$ cat src/rtl/perf_stats_csr_if.sv
// ============================================================================
// Module   : perf_stats_csr_if
// Brief    : Measurement input and CSR read bus for perf_stats_csr.
// Revision : 1.0 - initial release
// ============================================================================
`timescale 1ns/1ps
`default_nettype none

interface perf_stats_csr_if #(
  parameter int COUNTER_WIDTH = 32,
  parameter int ADDR_WIDTH    = 4
);
  logic                     meas_valid;
  logic [COUNTER_WIDTH-1:0] total_in;
  logic [COUNTER_WIDTH-1:0] active_in;
  logic [COUNTER_WIDTH-1:0] idle_in;
  logic                     clr_pulse;
  logic                     csr_rd_en;
  logic [ADDR_WIDTH-1:0]    csr_addr;
  logic [COUNTER_WIDTH-1:0] csr_rdata;
  logic                     csr_rvalid;

  modport master (
    output meas_valid, total_in, active_in, idle_in, clr_pulse, csr_rd_en, csr_addr,
    input  csr_rdata, csr_rvalid
  );

  modport slave (
    input  meas_valid, total_in, active_in, idle_in, clr_pulse, csr_rd_en, csr_addr,
    output csr_rdata, csr_rvalid
  );
endinterface

`default_nettype wire

$ cat src/rtl/perf_stats_csr.sv
// ============================================================================
// Module   : perf_stats_csr
// Brief    : Run statistics (last/min/max/saturating sums/count) behind a
//            read-only CSR port; history FIFO built when PERF_HIST_EN is defined.
// Revision : 1.0 - initial release
// ============================================================================
`timescale 1ns/1ps
`default_nettype none

module perf_stats_csr #(
  parameter int COUNTER_WIDTH = 32,
  parameter int HIST_DEPTH    = 8,
  parameter int ADDR_WIDTH    = 4
) (
  input  logic            clk,
  input  logic            rst_n,
  perf_stats_csr_if.slave bus
);

  localparam logic [COUNTER_WIDTH-1:0] c_ONES = {COUNTER_WIDTH{1'b1}};

  localparam logic [ADDR_WIDTH-1:0] c_A_LAST_TOTAL  = ADDR_WIDTH'(0);
  localparam logic [ADDR_WIDTH-1:0] c_A_LAST_ACTIVE = ADDR_WIDTH'(1);
  localparam logic [ADDR_WIDTH-1:0] c_A_LAST_IDLE   = ADDR_WIDTH'(2);
  localparam logic [ADDR_WIDTH-1:0] c_A_RUN_COUNT   = ADDR_WIDTH'(3);
  localparam logic [ADDR_WIDTH-1:0] c_A_MIN_TOTAL   = ADDR_WIDTH'(4);
  localparam logic [ADDR_WIDTH-1:0] c_A_MAX_TOTAL   = ADDR_WIDTH'(5);
  localparam logic [ADDR_WIDTH-1:0] c_A_ACC_ACTIVE  = ADDR_WIDTH'(6);
  localparam logic [ADDR_WIDTH-1:0] c_A_ACC_TOTAL   = ADDR_WIDTH'(7);
  localparam logic [ADDR_WIDTH-1:0] c_A_STATUS      = ADDR_WIDTH'(8);
  localparam logic [ADDR_WIDTH-1:0] c_A_HIST_TOTAL  = ADDR_WIDTH'(9);
  localparam logic [ADDR_WIDTH-1:0] c_A_HIST_ACTIVE = ADDR_WIDTH'(10);
  localparam logic [ADDR_WIDTH-1:0] c_A_HIST_IDLE   = ADDR_WIDTH'(11);

  logic [COUNTER_WIDTH-1:0] r_last_total;
  logic [COUNTER_WIDTH-1:0] r_last_active;
  logic [COUNTER_WIDTH-1:0] r_last_idle;
  logic [COUNTER_WIDTH-1:0] r_run_count;
  logic [COUNTER_WIDTH-1:0] r_min_total;
  logic [COUNTER_WIDTH-1:0] r_max_total;
  logic [COUNTER_WIDTH-1:0] r_acc_active;
  logic [COUNTER_WIDTH-1:0] r_acc_total;
  logic                     r_acc_active_sat;
  logic                     r_acc_total_sat;
  logic                     r_run_sat;
  logic [COUNTER_WIDTH-1:0] r_rdata;
  logic                     r_rvalid;

  // History view shared by STATUS and the read mux, driven by either build
  logic                     w_hist_empty;
  logic                     w_hist_full;
  logic                     w_hist_ovf;
  logic [7:0]               w_hist_count8;
  logic [COUNTER_WIDTH-1:0] w_head_total;
  logic [COUNTER_WIDTH-1:0] w_head_active;
  logic [COUNTER_WIDTH-1:0] w_head_idle;

  // A coincident clear is folded in first, so the sample lands on reset values
  logic [COUNTER_WIDTH-1:0] w_base_run;
  logic [COUNTER_WIDTH-1:0] w_base_min;
  logic [COUNTER_WIDTH-1:0] w_base_max;
  logic [COUNTER_WIDTH-1:0] w_base_acc_active;
  logic [COUNTER_WIDTH-1:0] w_base_acc_total;
  logic                     w_base_run_sat;
  logic                     w_base_act_sat;
  logic                     w_base_tot_sat;
  logic [COUNTER_WIDTH:0]   w_run_sum;
  logic [COUNTER_WIDTH:0]   w_act_sum;
  logic [COUNTER_WIDTH:0]   w_tot_sum;

  assign w_base_run        = bus.clr_pulse ? '0     : r_run_count;
  assign w_base_min        = bus.clr_pulse ? c_ONES : r_min_total;
  assign w_base_max        = bus.clr_pulse ? '0     : r_max_total;
  assign w_base_acc_active = bus.clr_pulse ? '0     : r_acc_active;
  assign w_base_acc_total  = bus.clr_pulse ? '0     : r_acc_total;
  assign w_base_run_sat    = bus.clr_pulse ? 1'b0   : r_run_sat;
  assign w_base_act_sat    = bus.clr_pulse ? 1'b0   : r_acc_active_sat;
  assign w_base_tot_sat    = bus.clr_pulse ? 1'b0   : r_acc_total_sat;

  assign w_run_sum = {1'b0, w_base_run} + {{COUNTER_WIDTH{1'b0}}, 1'b1};
  assign w_act_sum = {1'b0, w_base_acc_active} + {1'b0, bus.active_in};
  assign w_tot_sum = {1'b0, w_base_acc_total} + {1'b0, bus.total_in};

  always_ff @(posedge clk or negedge rst_n) begin
    if (!rst_n) begin
      r_last_total     <= '0;
      r_last_active    <= '0;
      r_last_idle      <= '0;
      r_run_count      <= '0;
      r_min_total      <= c_ONES;
      r_max_total      <= '0;
      r_acc_active     <= '0;
      r_acc_total      <= '0;
      r_acc_active_sat <= 1'b0;
      r_acc_total_sat  <= 1'b0;
      r_run_sat        <= 1'b0;
    end else if (bus.meas_valid) begin
      r_last_total     <= bus.total_in;
      r_last_active    <= bus.active_in;
      r_last_idle      <= bus.idle_in;
      r_run_count      <= w_run_sum[COUNTER_WIDTH] ? c_ONES : w_run_sum[COUNTER_WIDTH-1:0];
      r_run_sat        <= w_base_run_sat | w_run_sum[COUNTER_WIDTH];
      r_min_total      <= (bus.total_in < w_base_min) ? bus.total_in : w_base_min;
      r_max_total      <= (bus.total_in > w_base_max) ? bus.total_in : w_base_max;
      r_acc_active     <= w_act_sum[COUNTER_WIDTH] ? c_ONES : w_act_sum[COUNTER_WIDTH-1:0];
      r_acc_active_sat <= w_base_act_sat | w_act_sum[COUNTER_WIDTH];
      r_acc_total      <= w_tot_sum[COUNTER_WIDTH] ? c_ONES : w_tot_sum[COUNTER_WIDTH-1:0];
      r_acc_total_sat  <= w_base_tot_sat | w_tot_sum[COUNTER_WIDTH];
    end else if (bus.clr_pulse) begin
      r_last_total     <= '0;
      r_last_active    <= '0;
      r_last_idle      <= '0;
      r_run_count      <= '0;
      r_min_total      <= c_ONES;
      r_max_total      <= '0;
      r_acc_active     <= '0;
      r_acc_total      <= '0;
      r_acc_active_sat <= 1'b0;
      r_acc_total_sat  <= 1'b0;
      r_run_sat        <= 1'b0;
    end
  end

`ifdef PERF_HIST_EN
  localparam int c_PTR_W = $clog2(HIST_DEPTH);
  localparam int c_CNT_W = c_PTR_W + 1;
  localparam logic [c_CNT_W-1:0] c_DEPTH_CNT = c_CNT_W'(HIST_DEPTH);
  localparam logic [c_CNT_W-1:0] c_CNT_ONE   = c_CNT_W'(1);
  localparam logic [c_PTR_W-1:0] c_PTR_ONE   = c_PTR_W'(1);

  logic [COUNTER_WIDTH-1:0] r_mem_total  [HIST_DEPTH];
  logic [COUNTER_WIDTH-1:0] r_mem_active [HIST_DEPTH];
  logic [COUNTER_WIDTH-1:0] r_mem_idle   [HIST_DEPTH];
  logic [c_PTR_W-1:0]       r_head;
  logic [c_PTR_W-1:0]       r_tail;
  logic [c_CNT_W-1:0]       r_count;
  logic                     r_hist_ovf;
  logic [c_PTR_W-1:0]       w_nxt_head;
  logic [c_PTR_W-1:0]       w_nxt_tail;
  logic [c_PTR_W-1:0]       w_wr_ptr;
  logic [c_CNT_W-1:0]       w_nxt_count;
  logic                     w_nxt_ovf;
  logic                     w_pop;

  assign w_hist_empty  = (r_count == '0);
  assign w_hist_full   = (r_count == c_DEPTH_CNT);
  assign w_hist_ovf    = r_hist_ovf;
  assign w_hist_count8 = 8'(r_count);
  assign w_pop         = bus.csr_rd_en && (bus.csr_addr == c_A_HIST_TOTAL) && !w_hist_empty;
  assign w_head_total  = w_hist_empty ? '0 : r_mem_total[r_head];
  assign w_head_active = w_hist_empty ? '0 : r_mem_active[r_head];
  assign w_head_idle   = w_hist_empty ? '0 : r_mem_idle[r_head];

  always_comb begin
    w_nxt_head  = r_head;
    w_nxt_tail  = r_tail;
    w_nxt_count = r_count;
    w_nxt_ovf   = r_hist_ovf;
    w_wr_ptr    = r_tail;
    if (bus.clr_pulse) begin
      w_nxt_head  = '0;
      w_nxt_tail  = '0;
      w_nxt_count = '0;
      w_nxt_ovf   = 1'b0;
      w_wr_ptr    = '0;
      if (bus.meas_valid) begin
        w_nxt_tail  = c_PTR_ONE;
        w_nxt_count = c_CNT_ONE;
      end
    end else if (bus.meas_valid && w_pop) begin
      // Pop frees the head slot, so a push into a full FIFO never overflows here
      w_nxt_head = r_head + c_PTR_ONE;
      w_nxt_tail = r_tail + c_PTR_ONE;
    end else if (bus.meas_valid) begin
      w_nxt_tail = r_tail + c_PTR_ONE;
      if (w_hist_full) begin
        w_nxt_head = r_head + c_PTR_ONE;
        w_nxt_ovf  = 1'b1;
      end else begin
        w_nxt_count = r_count + c_CNT_ONE;
      end
    end else if (w_pop) begin
      w_nxt_head  = r_head + c_PTR_ONE;
      w_nxt_count = r_count - c_CNT_ONE;
    end
  end

  always_ff @(posedge clk or negedge rst_n) begin
    if (!rst_n) begin
      r_head     <= '0;
      r_tail     <= '0;
      r_count    <= '0;
      r_hist_ovf <= 1'b0;
    end else begin
      r_head     <= w_nxt_head;
      r_tail     <= w_nxt_tail;
      r_count    <= w_nxt_count;
      r_hist_ovf <= w_nxt_ovf;
    end
  end

  always_ff @(posedge clk) begin
    if (bus.meas_valid) begin
      r_mem_total[w_wr_ptr]  <= bus.total_in;
      r_mem_active[w_wr_ptr] <= bus.active_in;
      r_mem_idle[w_wr_ptr]   <= bus.idle_in;
    end
  end
`else
  assign w_hist_empty  = 1'b1;
  assign w_hist_full   = 1'b0;
  assign w_hist_ovf    = 1'b0;
  assign w_hist_count8 = 8'd0;
  assign w_head_total  = '0;
  assign w_head_active = '0;
  assign w_head_idle   = '0;
`endif

  logic [COUNTER_WIDTH-1:0] w_status;
  logic [COUNTER_WIDTH-1:0] w_rd_mux;

  always_comb begin
    w_status       = '0;
    w_status[0]    = w_hist_empty;
    w_status[1]    = w_hist_full;
    w_status[2]    = w_hist_ovf;
    w_status[3]    = r_acc_active_sat;
    w_status[4]    = r_acc_total_sat;
    w_status[5]    = r_run_sat;
    w_status[15:8] = w_hist_count8;
  end

  always_comb begin
    w_rd_mux = '0;
    case (bus.csr_addr)
      c_A_LAST_TOTAL:  w_rd_mux = r_last_total;
      c_A_LAST_ACTIVE: w_rd_mux = r_last_active;
      c_A_LAST_IDLE:   w_rd_mux = r_last_idle;
      c_A_RUN_COUNT:   w_rd_mux = r_run_count;
      c_A_MIN_TOTAL:   w_rd_mux = r_min_total;
      c_A_MAX_TOTAL:   w_rd_mux = r_max_total;
      c_A_ACC_ACTIVE:  w_rd_mux = r_acc_active;
      c_A_ACC_TOTAL:   w_rd_mux = r_acc_total;
      c_A_STATUS:      w_rd_mux = w_status;
      c_A_HIST_TOTAL:  w_rd_mux = w_head_total;
      c_A_HIST_ACTIVE: w_rd_mux = w_head_active;
      c_A_HIST_IDLE:   w_rd_mux = w_head_idle;
      default:         w_rd_mux = '0;
    endcase
  end

  always_ff @(posedge clk or negedge rst_n) begin
    if (!rst_n) begin
      r_rdata  <= '0;
      r_rvalid <= 1'b0;
    end else begin
      r_rvalid <= bus.csr_rd_en;
      if (bus.csr_rd_en) begin
        r_rdata <= w_rd_mux;
      end
    end
  end

  assign bus.csr_rdata  = r_rdata;
  assign bus.csr_rvalid = r_rvalid;

endmodule

`default_nettype wire

$ cat src/flat_wrapper.sv
// flat-port wrapper written by rule: the top's interface ports become plain ports
module perf_stats_csr_flat 
#(
  parameter int COUNTER_WIDTH = 32,
  parameter int HIST_DEPTH    = 8,
  parameter int ADDR_WIDTH    = 4
)
  (clk, rst_n, bus_meas_valid, bus_total_in, bus_active_in, bus_idle_in, bus_clr_pulse, bus_csr_rd_en, bus_csr_addr, bus_csr_rdata, bus_csr_rvalid);
  perf_stats_csr_if #(.COUNTER_WIDTH(COUNTER_WIDTH), .ADDR_WIDTH(ADDR_WIDTH)) bus_i ();
  input  logic clk;
  input  logic rst_n;
  input wire logic [$bits(bus_i.meas_valid)-1:0] bus_meas_valid;
  input wire logic [$bits(bus_i.total_in)-1:0] bus_total_in;
  input wire logic [$bits(bus_i.active_in)-1:0] bus_active_in;
  input wire logic [$bits(bus_i.idle_in)-1:0] bus_idle_in;
  input wire logic [$bits(bus_i.clr_pulse)-1:0] bus_clr_pulse;
  input wire logic [$bits(bus_i.csr_rd_en)-1:0] bus_csr_rd_en;
  input wire logic [$bits(bus_i.csr_addr)-1:0] bus_csr_addr;
  output wire logic [$bits(bus_i.csr_rdata)-1:0] bus_csr_rdata;
  output wire logic [$bits(bus_i.csr_rvalid)-1:0] bus_csr_rvalid;
  assign bus_i.meas_valid = bus_meas_valid;
  assign bus_i.total_in = bus_total_in;
  assign bus_i.active_in = bus_active_in;
  assign bus_i.idle_in = bus_idle_in;
  assign bus_i.clr_pulse = bus_clr_pulse;
  assign bus_i.csr_rd_en = bus_csr_rd_en;
  assign bus_i.csr_addr = bus_csr_addr;
  assign bus_csr_rdata = bus_i.csr_rdata;
  assign bus_csr_rvalid = bus_i.csr_rvalid;
  perf_stats_csr #(.COUNTER_WIDTH(COUNTER_WIDTH), .HIST_DEPTH(HIST_DEPTH), .ADDR_WIDTH(ADDR_WIDTH)) u_core (.clk(clk), .rst_n(rst_n), .bus(bus_i));
endmodule
$ cat config.mk
export PLATFORM = sky130hd
export DESIGN_NAME = perf_stats_csr_flat
export DESIGN_NICKNAME = d
export VERILOG_FILES = /design/src/rtl/perf_stats_csr_if.sv /design/src/rtl/perf_stats_csr.sv /design/src/flat_wrapper.sv
export SDC_FILE = /design/constraint.sdc
export NUM_CORES = 1
export LEC_CHECK = 0
export ABC_AREA = 1
export BUFFER_PORTS_ARGS = -buffer_cell sky130_fd_sc_hd__buf_2
export CORE_MARGIN = 2
export CORE_UTILIZATION = 56
export DETAILED_ROUTE_END_ITERATION = 16
export GPL_TIMING_DRIVEN = 1
export PLACE_DENSITY = 0.88
export SLEW_MARGIN = 20
export SYNTH_ARGS = -nofsm -noshare
export SYNTH_HDL_FRONTEND = slang
export SYNTH_SLANG_ARGS = --single-unit
$ cat constraint.sdc
create_clock -name clk -period 2.54 [get_ports clk]
set_clock_uncertainty 0.15 [all_clocks]
set_input_delay 0.381 -clock clk [delete_from_list [all_inputs] [get_ports clk]]
set_output_delay 0.381 -clock clk [all_outputs]
set_load 0.02 [all_outputs]
# Word level (Yosys, flattened, before mapping)
# Index checks and enable logic that the tools add are counted.
# word_totals
output_inout_bits	33
input_bits	105
register_bits	292
word_cells	57
# classes
magnitude_cmp	2
add_sub_neg	3
mux	26
reduce_logical	2
n_eq_ne	8
bitwise	3
# op_table
operator	n
two-way mux 32 bit	19
one-hot mux 32 bit (9 select lines)	1
adder 32 x 32 -> 33 bit	2
adder 32 x 1 -> 33 bit (second input constant)	1
> comparator 32 bit	1
< comparator 32 bit	1
equality test 4 x 3 -> 1 bit (second input constant)	4
equality test 4 x 2 -> 1 bit (second input constant)	2
two-way mux 1 bit	6
equality test 4 x 1 -> 1 bit (second input constant)	1
equality test 4 bit (second input constant)	1
logical NOT 4 bit	1
bitwise OR 1 bit	3
nonzero test 2 bit	1

# Longest topological paths before layout
# depth
depth_word	4
mapped_depth	21
mapped_depth_nobuf	16

# Least setup slack after synthesis
# No wires, ideal clock.
# synth_path
path_type	in2reg
startpoint	in bus_clr_pulse
endpoint	reg u_core.r_acc_active[5]
cell_stages	19
setup_time_ps	138
slack_ps	-1033
path_buffers	6
required_time_ps	2252
arrival_ps	3285
cell_sequence	buf_6 buf_6 clkbuf_1 clkbuf_1 clkbuf_1 nor2_1 ha_1 fa_1 nand3_1 nand2_1 nand2_1 nand2_1 nand3_1 nand2_1 nand2_1 nand3_1 nand3_1 buf_2 o221ai_1
# synth_via
elab_chain_cells	4
# synth_lines
element	line_no	rtl
start, declared	flat_wrapper.sv:16	input wire logic [$bits(bus_i.clr_pulse)-1:0] bus_clr_pulse;
two-way mux 32 bit *	perf_stats_csr.sv:74	assign w_base_acc_active = bus.clr_pulse ? '0 : r_acc_active;
adder 32 x 32 -> 33 bit	perf_stats_csr.sv:81	assign w_act_sum = {1'b0, w_base_acc_active} + {1'b0, bus.active_in};
two-way mux 32 bit	perf_stats_csr.sv:105	r_acc_active <= w_act_sum[COUNTER_WIDTH] ? c_ONES : w_act_sum[COUNTER_WIDTH-1:0];
two-way mux 32 bit *	perf_stats_csr.sv:97	end else if (bus.meas_valid) begin
end signal, assigned	perf_stats_csr.sv:105	
end, declared	perf_stats_csr.sv:41	logic [COUNTER_WIDTH-1:0] r_acc_active;
# Every way passes the cells marked *; elsewhere a longest branch is shown, timed or not.
# A chain may end at the register's enable or synchronous reset.

# Worst setup path in the final report
# layout_path
startpoint	reg u_core.r_acc_total[5]
endpoint	reg u_core.r_acc_total[27]
# layout_via
elab_chain_cells	4
# layout_lines
element	line_no	rtl
start, declared	perf_stats_csr.sv:42	logic [COUNTER_WIDTH-1:0] r_acc_total;
start signal, assigned	perf_stats_csr.sv:107	r_acc_total <= w_tot_sum[COUNTER_WIDTH] ? c_ONES : w_tot_sum[COUNTER_WIDTH-1:0];
two-way mux 32 bit	-	
adder 32 x 32 -> 33 bit	perf_stats_csr.sv:82	assign w_tot_sum = {1'b0, w_base_acc_total} + {1'b0, bus.total_in};
two-way mux 32 bit	perf_stats_csr.sv:107	
two-way mux 32 bit	perf_stats_csr.sv:97	
# No other way between the ends.

==> reports/results.tsv <==
metric	value	unit
ys async rst share	100	%
hpwl dp	62400	um
yosys warns	0	
core area	34600	um^2
TritonCTS Buffers	35	
Main synth FF type	dfrtp_1	
reg2reg setup slack	-0.05	ns
critical path depth	13	
drt drc	0	
total gr overflow	0	
synth unique cells	49	
Synth Register Bits	292	
worst setup margin	-0.0545	ns
final core utilization	76.4	%
Peak VDD IR	576	uV
syn_area_per_cell	7.21	um^2
vias per cell	6.16	
area grow syn2layout	33.7	%
Critical-path top delay cell	dfrtp_1	
Synth Cell Area	19800	um^2
die area	36900	um^2
sequential area share after synthesis	37.1	%
Die Span X	192	um
Crit path required time	2.87	ns
clock latency at the later pin of the worst-skew pair	0.55	ns
Fin Setup TNS	-0.290	ns
share of cells above drive strength 1	24.9	%
leakage	13.5	nW
Vias	23300	
CP max stage delay	0.41	ns
Setup Crit Path Kind	reg -> reg	
CTS tree	built	
first-pass GRT wire length	126000	um
# nets final	3527	
routing usage on met2	68.3	%
DIE HEIGHT	192	um
Port Buffer Count	137	
met1 Use GR	56.0	%
num rows	68	
Worst-Margin Slew	1.18	ns
Buffers & Inverters on Critical Path	1	
Starting Density	57.1	%
GR Util met3	12.3	%
vias in the first global route	22400	
final hold vios	0	
CTS clock-pin slew for the worst setup and hold paths	0.06	ns
Crit. Startpoint	u_core.r_acc_total[5]	
r2r worst-path depth	13	
Root Buffer	clkbuf_16	
critical path cell sequence	inv_1, nor2_1, ha_1, nand2_1, nor2_1, nand2_2, nand2_2, nand3_2, nand2_2, nand2_2, nand3_4, nand3_2, nand3_1	
critical path endpoint	u_core.r_acc_total[27]	
Critical Path Fanout Max	6	
Inserted Diodes	0	
largest buffer count on any clock path	3	
Max Cap Viol	0	
crit end category	register	
Total Wirelength	85500	um
DP Worst Slack	-0.488	ns
initial antenna violation count	2	
failing checks	setup timing	
drt pass-1 iters	6	
DRT antenna net count	0	
Mapped Cells	2743	
Worst setup SP type	register	
io pins	138	
fin crit share	102	%
Slew Viols, Final	0	
Pwr Density	666	nW/um^2
Final min period	2.59	ns
R2R Path End	u_core.r_acc_total[27]	
unrepaired setup endpoints after global routing	yes	
final setup fails	9	
WP data arrival	2.92	ns
Mapped Nets	2978	
worst hold-check path type	in -> reg	
DR WL/cell	22.7	um
most frequent CP cell	nand2_2	
gpl congestion	1.04	
reg2reg start	u_core.r_acc_total[5]	
initial drt markers	2893	
Post-synth EDFFs	0	
largest net degree at the start of global routing	67	
Rel. slew slack	20.4	%
Crit path max-delay family	simple AND/OR/NAND/NOR gates	
Most Crowded Layer GR	met2	
status	finished with violations	
htree depth	2	
clock sinks	292	
Highest Clock Rate	385	MHz
GRT Util Overall	45.0	%
## report_power, final
group,internal (mW),total (mW),switching [mW]
clock,3.09,5.24,2.14
sequential,5.34,5.76,0.416
combinational,2.73,6.62,3.89
total,11.2,17.6,6.45
## placed cells by master (no fill, tap or decap), drive strengths merged, types with 31 or more instances in the layout
master,netlist,layout
ha,128,128
buf,32,558
dfrtp,260,260
o211ai,34,34
nand2,680,680
nor2,286,286
nand3,204,209
xor2,35,35
o22ai,52,52
inv,385,387
dfstp,32,32
a21oi,135,135
clkbuf,74,48
a221oi,31,31
o21ai,180,180
dlygate4sd3,0,55
## tightest hold or removal path, stage by stage
cell and delay, ns:
buf_2 0.17, nand3_1 0.10, nand2_1 0.06
## state kept, by name, summed over array words and instances (netlist names)
signal and count:
u_core.r_acc_active_sat 1, u_core.r_run_count 32, u_core.r_last_idle 32, u_core.r_acc_total_sat 1, u_core.bus.csr_rvalid 1, u_core.r_last_active 32
u_core.r_max_total 32, u_core.bus.csr_rdata 32, u_core.r_last_total 32, u_core.r_acc_active 32, u_core.r_run_sat 1, u_core.r_acc_total 32
u_core.r_min_total 32
## worst min path at each step
stage,start,end,slack (ns),cells after the start
2_1_floorplan,rst_n,u_core.bus.csr_rdata[0],-0.06,0
6_report,bus_total_in[26],u_core.r_min_total[26],0.02,3
3_3_place_gp,rst_n,u_core.bus.csr_rdata[4],0.22,1
5_1_grt,bus_active_in[27],u_core.r_last_active[27],0.02,2
3_5_place_dp,rst_n,u_core.bus.csr_rdata[4],0.22,1
4_1_cts,bus_active_in[1],u_core.r_last_active[1],0.003,3
## routing by layer
metal / vias to the layer above / share of wire [%]
met5: - / 0.030
met4: 4 / 7.9
met3: 445 / 13
met2: 1764 / 43
met1: 10900 / 36
li1: 10200 / -
## per-stage QoR
stage / instance area, um^2 / hold slack, ns / power (mW) / instances
CTS: 25800 / 0.00271 / 16.9 / 3747
finish: 26500 / 0.0163 / 17.6 / 3773
global route: 26500 / 0.0167 / 18.3 / 3773
detailed placement: 24000 / 0.221 / 11.6 / 3628
global placement: 24000 / 0.218 / 11.4 / 3628
floorplan: 20100 / -0.0646 / 8.67 / 2743
## synthesized netlist by cell type, types with 34 or more instances
cell	instances	area, um^2
a21oi_1	135	676
clkbuf_1	74	278
dfrtp_1	260	6510
ha_1	128	1600
inv_1	381	1430
nand2_1	675	2530
nand3_1	201	1010
nor2_1	277	1040
o211ai_1	34	255
o21ai_0	177	886
o22ai_1	52	325
xor2_1	35	307
## repair_timing
item	in CTS	in global routing
pin swaps	1	49
endpoints found under the hold margin	102	0
resized for setup	3	132
setup buffers	0	22
hold buffers	55	0
cloned	1	4
endpoints found under the setup margin	12	99
## kinds of logic (layout without fill, tap and decap cells)
| kind of cell | after synthesis | after routing | share of synthesized area [%] |
|---|---|---|---|
| XOR/XNOR | 42 | 42 | 1.86 |
| buffers and inverters | 492 | 1062 | 9.61 |
| AND/OR/NAND/NOR | 1256 | 1261 | 26.7 |
| flip-flops | 292 | 292 | 37.1 |
| AO/OA/AOI/OAI | 524 | 524 | 16.0 |
| adder cells (fa/ha/maj) | 130 | 130 | 8.30 |
| multiplexers | 7 | 7 | 0.398 |
## area by class of cell
class	count	area (um^2)
Clock buffer	48	965
Fill cell	2534	8170
Sequential cell	292	7350
Multi-Input combinational cell	1964	11300
Tap cell	455	569
Inverter	386	1450
Clock inverter	15	200
Timing Repair Buffer	613	4670
No activity file was read; power rests on OpenSTA's default activity.
